===== config.mk =====
export PLATFORM = sky130hd
export DESIGN_NAME = chk_table
export DESIGN_NICKNAME = d
export VERILOG_FILES = /design/src/rtl/mips_chk_pkg.sv /design/src/rtl/chk_table.sv
export SDC_FILE = /design/constraint.sdc
export NUM_CORES = 1
export LEC_CHECK = 0
export CAP_MARGIN = 20
export CORE_UTILIZATION = 57
export CTS_BUF_LIST = sky130_fd_sc_hd__clkbuf_8
export CTS_CLUSTER_DIAMETER = 100
export CTS_CLUSTER_SIZE = 40
export DETAILED_ROUTE_END_ITERATION = 16
export PLACE_DENSITY = 0.78
export SYNTH_ARGS = -nofsm -noshare
export SYNTH_HDL_FRONTEND = slang
export SYNTH_SLANG_ARGS = --single-unit

===== constraint.sdc =====
create_clock -name i_clk -period 3.5 [get_ports i_clk]
set_clock_uncertainty 0.15 [all_clocks]
set_input_delay 0.35 -clock i_clk [delete_from_list [all_inputs] [get_ports i_clk]]
set_output_delay 0.35 -clock i_clk [all_outputs]
set_load 0.1 [all_outputs]

===== src/rtl/mips_chk_pkg.sv =====
// rtl/mips_chk_pkg.sv - shared encodings and table entry type for the retire checker
package mips_chk_pkg;

  // Expected-event kinds as loaded into the table
  typedef enum logic [1:0] {
    KIND_REG  = 2'd0,
    KIND_MEM  = 2'd1,
    KIND_PC   = 2'd2,
    KIND_RSVD = 2'd3
  } chk_kind_e;

  // Checker run states
  typedef enum logic [1:0] {
    ST_IDLE = 2'd0,
    ST_RUN  = 2'd1,
    ST_PASS = 2'd2,
    ST_FAIL = 2'd3
  } chk_state_e;

  // Entry fields are carried at their widest supported width; the table
  // stores only the bits the instantiating parameters actually use.
  localparam int CHK_IDX_MAX_W = 32;
  localparam int CHK_VAL_MAX_W = 64;

  typedef struct packed {
    chk_kind_e                kind;
    logic [CHK_IDX_MAX_W-1:0] idx;
    logic [CHK_VAL_MAX_W-1:0] val;
  } chk_entry_t;

endpackage


===== src/rtl/chk_table.sv =====
// rtl/chk_table.sv - expected-event storage, synchronous write, asynchronous read
module chk_table
  import mips_chk_pkg::*;
#(
  parameter int DATA_W = 32,
  parameter int ADDR_W = 7,
  parameter int DEPTH  = 32,
  localparam int AW    = $clog2(DEPTH)
) (
  input  logic          i_clk,
  input  logic          i_we,
  input  logic [AW-1:0] i_waddr,
  input  chk_entry_t    i_wentry,
  input  logic [AW-1:0] i_raddr,
  output chk_entry_t    o_rentry
);

  // Contents are deliberately not reset so a loaded table survives RST
  logic [1:0]        r_kind [DEPTH];
  logic [ADDR_W-1:0] r_idx  [DEPTH];
  logic [DATA_W-1:0] r_val  [DEPTH];

  // Store only the parameter-sized part of each field
  always_ff @(posedge i_clk) begin
    if (i_we) begin
      r_kind[i_waddr] <= i_wentry.kind;
      r_idx[i_waddr]  <= i_wentry.idx[ADDR_W-1:0];
      r_val[i_waddr]  <= i_wentry.val[DATA_W-1:0];
    end
  end

  // Widen the stored entry back to the shared entry type
  always_comb begin
    o_rentry      = '0;
    o_rentry.kind = chk_kind_e'(r_kind[i_raddr]);
    o_rentry.idx  = CHK_IDX_MAX_W'(r_idx[i_raddr]);
    o_rentry.val  = CHK_VAL_MAX_W'(r_val[i_raddr]);
  end

endmodule


==> results by group <==
STA
  – Worst-margin pin slew: about 1200 ps
  – Max-Slew Margin vs Limit: 23.0%
  – Max Slew Vio Count: 0
  – Max Freq: just over 0.3 GHz
  – Crit share post-route: approximately 94%
  – # setup viols final: 0
  – Fin crit period: between 3000 and 4000 ps
  – Worst Setup Slack, final: between 150 and 200 ps
  – Setup TNS: 0 ps
  – Hold Violations, Final: 0
  – RSZ-0062 raised after global routing: no

Pwr
  – Sw Pwr: ~0.0061 W
  – Pint: 0.0195 W
  – Clk pwr share: between 20% and 30%
  – Switching Share: 23.7%
  – Power per Cell Area: 457 nW/µm²
  – Part of the power in registers: between 60% and 70%
  – Maximum VDD drop: between 0.3 and 0.4 mV
  – Leakage: approximately 19 nW
  – Comb power frac: a little over a tenth

Route
  – WL/cell: 28.1 µm
  – Initial drt markers: approximately 3100
  – DRT antenna net count: 0
  – Routed WL: between 100 and 150 mm
  – Drt first pass iters: 5
  – Vias per inst: 6.40
  – Via count: 27000
  – Drt drc: 0

Synthesis
  – Mapped Area: roughly 51000 µm²
  – Synth Area in Compound Gates: between 4 and 5%
  – Xor/xnor share of the synthesized area: 0%
  – Area leader, netlist: edfxtp_1
  – Distinct cells, synth: 24
  – Largest family of logic cells by synthesized area: multiplexers
  – Post-synthesis adder-cell area fraction: 0%
  – Mean area per synthesized cell: around 18 µm²
  – Seq/Total Area, Yosys: 76.7%
  – Number of synthesized register bits: ~1300
  – Mux cell area share after synthesis: about 13%
  – Post-synthesis simple-gate area fraction: approximately 3.0%
  – Ranking of synthesized cells by area: edfxtp_1 (77%), mux2i_1 (13%), a22oi_1 (1.8%)
  – Syn Inst Count: around 2900
  – Top cell type's share of synthesized area: 76.7%
  – Yosys Warn Count: 0

Floorplan
  – CORE AREA: between 80000 and 90000 µm²
  – Die ar.: between 90000 and 100000 µm²
  – Starting Density: between 50% and 60%
  – Std cell rows: approximately 110
  – Die height: about 300 µm
  – IO Count: 208
  – Chip width: just over 300 µm

Flow run
  – Max-cap viol count: 0

Setup path
  – Required time of the critical path: about 3000 ps
  – Most frequent CP cell: buf_12
  – Crit path kind: in2out
  – Arrival time worst endpoint: 2800 ps
  – Critical-path top delay cell: clkdlybuf4s50_1
  – Crit start category: input port
  – CP cell instances: clkdlybuf4s50_1, and2b_4, buf_12, buf_4, a22oi_1, a31oi_1, nand3_1, buf_12
  – Max stage delay on crit path: between 500 and 600 ps
  – Worst-path fanout max: 29
  – CP endpoint kind: output port
  – Delay-heaviest family, CP: buffers and inverters
  – Bufs and invs on worst path: 4

Clock network
  – CTS max path bufs: 3
  – # H-tree levels: 2
  – Clock Root Buffer: clkbuf_8
  – Clk sink count: between 1000 and 1500
  – Post-CTS setup buffers: 0
  – CTS buffer count: 40
  – Worst-path clk slew: about 200 ps
  – CTS tree: built
  – Cts repair resizes: 0
  – Hold Buf Count CTS: 0

Final layout
  – Layout fillers: approximately 6000
  – Share of post-route cells with drive strength above 1: under 10%
  – Final nets: ~3100
  – Multi-input gate area: between 10000 and 15000 µm²
  – Layout Utilization: 63.0%
  – P&R area growth vs syn: 8.96%
  – Register area: approximately 39000 µm²
  – Post-route insts no fill: about 4200

Hold path
  – HP Class: in2reg

Placement
  – Placed Cells: about 4200
  – Dpl ws: roughly 250 ps
  – GP Congestion: a little over 0.8
  – Detail Placement HPWL: 68.8 mm
  – I/O Buffers: 93

Global routing
  – Initial antenna violation count: 7
  – GRT busiest layer: met2
  – Total grt overflow: 0
  – Vias in the first global route: 26500
  – GRT Overall Usage: 25.7%
  – Global-route track usage on met3: a little over 4%
  – Met2 Usage GRT: between 40% and 50%
  – M1 GR Usage: between 30% and 40%
  – First-pass GRT wire length: ~170 mm
  – Largest net degree at the start of global routing: 63

Run status
  – Outcome: finished, final reports clean
==> layer usage <==
layer	wire, µm	part of all wire (%)
met2	58500	49
met1	46200	39
met3	10500	8.8
met4	3170	2.7
met5	57	0.048
==> metrics by stage <==
stage	hold slack [ps]	area [µm²]	power, W
after floorplan	299	51600	0.0196
after global placement	1020	55100	0.0205
after detailed placement	1010	55100	0.0206
after CTS	601	55800	0.0256
after global routing	30.6	56000	0.0262
final	56.8	56000	0.0256
==> cells in the final DEF, fill, tap and decap left out <==
master / instances
a21oi_1: 123
nand2_2: 1
clkdlybuf4s50_1: 51
buf_6: 1
clkinv_8: 2
buf_12: 91
clkinvlp_4: 2
mux2i_1: 656
nor2_1: 2
nand2b_2: 2
buf_16: 2
nor3_1: 41
buf_8: 3
buf_4: 113
nor2_4: 33
and2b_4: 1
a31oi_1: 41
and2_4: 1
nor2b_4: 1
conb_1: 57
nand3_1: 125
nand3b_1: 5
or3b_2: 2
a22oi_1: 123
edfxtp_1: 1312
nand2_1: 125
clkinv_16: 2
diode_2: 2
clkbuf_16: 1
a22o_1: 82
or3_1: 1
clkbuf_8: 41
or2_2: 1
bufinv_16: 1
==> logic make-up after synthesis <==
group | Yosys count
simple gates | 341
mux | 656
buf+inv | 222
compound gates | 369
flops | 1312
other cells | 1
==> registers in the layout (all words and copies together), names as in the netlist <==
register / flops
r_val: 1024
r_idx: 224
r_kind: 64
==> path summary, 6_finish.rpt <==
path | startpoint | end | slack, ps | cells after the start
max | i_raddr[1] | o_rentry[67] | 200 | 8
min | i_wentry[68] | r_idx[1][4] | 60 | 1
==> cell usage after synthesis <==
cell and count:
buf_2 23, a22oi_1 123, clkbuf_1 67, nor2b_1 1, nor3_1 41, buf_1 17
nand3b_1 5, or3b_2 2, a22o_1 82, nand2_1 126, or2_2 1, conb_1 1
a21oi_1 123, and2_1 1, nand3_1 125, mux2i_1 656, buf_6 17, nand2b_1 2
edfxtp_1 1312, a31oi_1 41, nor2_1 35, and2b_1 1, or3_1 1, buf_4 98
==> power by group through the flow <==
stage	combinational, W	clock [W]	sequential, W
final	0.00272	0.00535	0.0175
after global routing	0.00284	0.00584	0.0175
after CTS	0.00270	0.00538	0.0175
after detailed placement	0.00269	0	0.0179
after global placement	0.00264	0	0.0179
after floorplan	0.00172	0	0.0179
==> area by class of cell <==
cell class	count	area share, %
diodes	2	0.00894
clock buffers	41	1.01
clock inverters	7	0.246
multi-input cells	1423	19.8
flip-flops and latches	1312	70.4
well taps	1165	2.60
repair buffers	262	5.93
Note: power is estimated with default switching activity, not from simulation.
